$ cat src/rtl/present_pkg.sv
// PRESENT-80 shared definitions: S-box table, round count, FSM states.
// Imported by the controller, key schedule and datapath S-box layer.
package present_pkg;

  localparam int ROUNDS_DEF = 31;

  // Nibble i of the S-box is the substitute for input i, MSB first.
  localparam logic [63:0] SBOX = 64'hC56B90AD3EF84712;

  typedef enum logic [1:0] {
    S_IDLE  = 2'd0,
    S_ROUND = 2'd1,
    S_DONE  = 2'd2
  } state_t;

  function automatic logic [3:0] sbox4(input logic [3:0] x);
    logic [5:0] lo;
    lo = {~x, 2'b00};
    return SBOX[lo +: 4];
  endfunction

endpackage

$ cat src/rtl/present_keyupd.sv
// PRESENT-80 key-schedule step: rotate, S-box top nibble,
// XOR the round counter into bits 19:15.
module present_keyupd
  import present_pkg::*;
(
  input  logic [79:0] k,
  input  logic [4:0]  r,
  output logic [79:0] k_next
);

  logic [79:0] t;

  assign t = {k[18:0], k[79:19]};

  assign k_next = {
    sbox4(t[79:76]),
    t[75:20],
    t[19:15] ^ r,
    t[14:0]
  };

endmodule

$ cat src/rtl/present_ctrl.sv
// PRESENT-80 sequencer: handshake, round counter, round-key
// register and datapath strobes.
module present_ctrl
  import present_pkg::*;
#(
  parameter int ROUNDS = ROUNDS_DEF,
  parameter int CW     = 5
) (
  input  logic          CK,
  input  logic          RN,
  input  logic          in_valid,
  output logic          in_ready,
  input  logic [79:0]   key_in,
  output logic          start,
  output logic          act,
  output logic          last,
  output logic [79:0]   krnd,
  output logic [CW-1:0] rnd,
  output logic          out_valid,
  input  logic          out_ready,
  output logic          busy
);

  state_t      state;
  logic [79:0] k_next;
  logic [4:0]  r5;
  logic        fin;

  assign r5  = 5'(rnd);
  assign fin = (rnd == CW'(ROUNDS));

  present_keyupd u_keyupd (
    .k      (krnd),
    .r      (r5),
    .k_next (k_next)
  );

  assign in_ready  = (state == S_IDLE);
  assign start     = in_valid & in_ready;
  assign act       = (state == S_ROUND);
  assign last      = act & fin;
  assign out_valid = (state == S_DONE);
  assign busy      = (state != S_IDLE);

  always_ff @(posedge CK or negedge RN) begin
    if (!RN) begin
      state <= S_IDLE;
      rnd   <= '0;
      krnd  <= '0;
    end else begin
      unique case (state)
        S_IDLE: begin
          if (in_valid) begin
            krnd  <= key_in;
            rnd   <= CW'(1);
            state <= S_ROUND;
          end
        end
        S_ROUND: begin
          // the update on the final round is harmless: krnd is unused in DONE
          krnd <= k_next;
          if (fin) begin
            rnd   <= '0;
            state <= S_DONE;
          end else begin
            rnd <= rnd + CW'(1);
          end
        end
        S_DONE: begin
          if (out_ready) state <= S_IDLE;
        end
        default: state <= S_IDLE;
      endcase
    end
  end

endmodule

$ cat config.mk
export PLATFORM = sky130hd
export DESIGN_NAME = present_ctrl
export DESIGN_NICKNAME = d
export VERILOG_FILES = /design/src/rtl/present_pkg.sv /design/src/rtl/present_keyupd.sv /design/src/rtl/present_ctrl.sv
export SDC_FILE = /design/constraint.sdc
export NUM_CORES = 1
export LEC_CHECK = 0
export ABC_AREA = 1
export CORE_ASPECT_RATIO = 0.8
export CORE_MARGIN = 4
export CORE_UTILIZATION = 44
export CTS_BUF_LIST = sky130_fd_sc_hd__clkbuf_2
export DETAILED_ROUTE_END_ITERATION = 10
export GPL_ROUTABILITY_DRIVEN = 1
export PLACE_DENSITY = 0.8
export SYNTH_ARGS = -nofsm -noshare
export SYNTH_HDL_FRONTEND = slang
export SYNTH_SLANG_ARGS = --single-unit
$ cat constraint.sdc
create_clock -name CK -period 3.4 [get_ports CK]
set_input_delay 1.02 -clock CK [delete_from_list [all_inputs] [get_ports CK]]
set_output_delay 1.02 -clock CK [all_outputs]
set_load 0.1 [all_outputs]
==> results.txt <==
status: finished, final reports clean
Die Span Y: 98.8 um
slew of the pin with the lowest slew margin: 0.724 ns
Crit-path slowest cell: dfrtp_1
Critical Path Source Type: flip-flop
post-synth net total: 699
antenna-violating nets left: 0
fmax: 322 MHz
IO Count: 175
# rows: 32
register area: 2180 um2
pre-CTS setup slack: 0.388 ns
vias in the first global route: 4315
Detail Placement HPWL: 9710 um
Max Slew Vio Count: 0
detailed-route wire length: 13000 um
CTS tree: yes
Syn-to-layout area delta: 39.1%
drt first pass iters: 4
Final period util: 91.4%
buffers added on ports: 174
CP top delay family: flip-flops
Clock Tree Root: clkbuf_2
worst path arrival time: 2.09 ns
slew margin rel.: 51.7%
commonest non-fill, non-tap cell in the layout: nand2_1
gp weighted congestion: 0.835
final hold violation count: 0
Cell variety after synth: 20
maximum root-to-sink buffer count: 2
clock period minus worst slack: 3.11 ns
most frequent cells in the layout: nand2_1, o21ai_0, buf_4
Worst setup EP type: output pin
DR vias: 4392
Clock Pin Slew Worst Setup and Hold Paths: 0.24 ns
register area share after synthesis: 48.0%
Setup crit start: rnd[1]
CTS Buf Count: 9
die width: 122 um
clk_lat worst skew: 0.53 ns
top cell type's share of synthesized area: 48.0%
critical path class: flip-flop to output pin
fillers: 906
post-synth top area cell: dfrtp_1
multi-input logic area: 1820 um2
RR Startpoint: state[0]
largest net degree at the start of global routing: 147
first-pass GRT wire length: 21200 um
setup violators final: 0
Max stage delay on crit path: 0.50 ns
post-DR vias/cell: 4.85
Req. time, crit path: 2.38 ns
HP Class: input port to async pin
Worst Skew: 0.0137 ns
initial core utilization: 46.1%
initial antenna violation count: 0
WL/cell: 14.4 um
drc violations: 0
critical-path cell list: ha_1 > inv_1 > nor3_2 > ha_1 > inv_1 > nor2_2 > buf_12
max-cap violations: 0
share of layout cells above drive strength 1: 15.9%
GR Overflow Total: 0
critical path peak fanout: 7
Gate Count Post-Synth: 607
RSZ-0062 raised after global routing: no
#FFs+latches synth: 87
H-tree depth: 3
final setup margin: 0.293 ns
ranking of synthesized cells by area: dfrtp_1, nand2_1, o21ai_0
# clock sinks: 87
Synthesis Warnings: 0
Buf/Inv on CP: 3
placeable core region: 9850 um2
total inserted antenna cells: 0
Mapped Area: 4540 um2
Final nets: 856
DRT iter0 DRCs: 265
Mean Syn Cell Area: 7.48 um2
Die ar.: 12000 um2
GR Util All Layers: 21.9%
[synth_stat cells (all sizes together)]
cell type    n
nand2      208
nor2        10
clkbuf      10
dfrtp       87
buf         25
o21ai      145
nor3         1
o31ai        1
a22o         2
inv         87
nand3       13
a21oi        6
o21a         1
ha           8
nand4        3
[registers in the layout, summed over array words and instances (netlist names)]
signal and cells:
krnd 80, rnd 5, state 2
[per-stage QoR]
step | util, % | cells | setup TNS (ns) | cell area [um2] | hold WS (ns)
2_1_floorplan | - | 607 | -0.183 | 4540 | 0.554
3_3_place_gp | 62.4 | 889 | 0 | 6150 | 0.500
3_5_place_dp | 62.4 | 889 | 0 | 6150 | 0.502
4_1_cts | 64.0 | 905 | 0 | 6310 | 0.456
5_1_grt | 64.1 | 905 | 0 | 6310 | 0.479
6_report | 64.1 | 905 | 0 | 6310 | 0.474
[cells by family after synthesis]
family | synth area share, %
AO/OA/AOI/OAI | 17.6
adder cells (fa/ha/maj) | 2.21
flip-flops | 48.0
AND/OR/NAND/NOR | 20.0
buffers and inverters | 12.2
[area by class of cell]
cell class	count	area share, %
tap	136	2.70
clock inverter	6	1.72
timing repair buffer	181	26.2
multi-input combinational	398	28.9
inverter	87	5.21
sequential	87	34.5
clock buffer	10	0.793
[timing repair]
action | 4_1_cts | 5_1_grt
gates resized for setup | 0 | 2
setup buffers | 0 | 0
endpoints found under the setup margin | 0 | 1
hold buffers | 0 | 0
[path summary, 6_finish.rpt]
check,endpoint,slack (ns),depth (start not counted)
min in group CK,krnd[76],0.55,2
min reg2reg,krnd[76],0.55,2
max,last,0.29,7
min,krnd[23],0.47,1
max reg2reg,krnd[72],1.74,5
max in group asynchronous,krnd[58],2.24,2
[routing by layer]
layer | part of all wire (%) | up-vias | GRT usage, %
li1 | - | 2213 | -
met1 | 43 | 2039 | 28.8
met2 | 48 | 127 | 35.6
met3 | 7.5 | 13 | 6.48
met4 | 1.5 | 0 | 5.77
met5 | 0 | - | 0
Power is not shown: default switching activity piles up to over one toggle a cycle in this logic, so the estimate is an artifact.
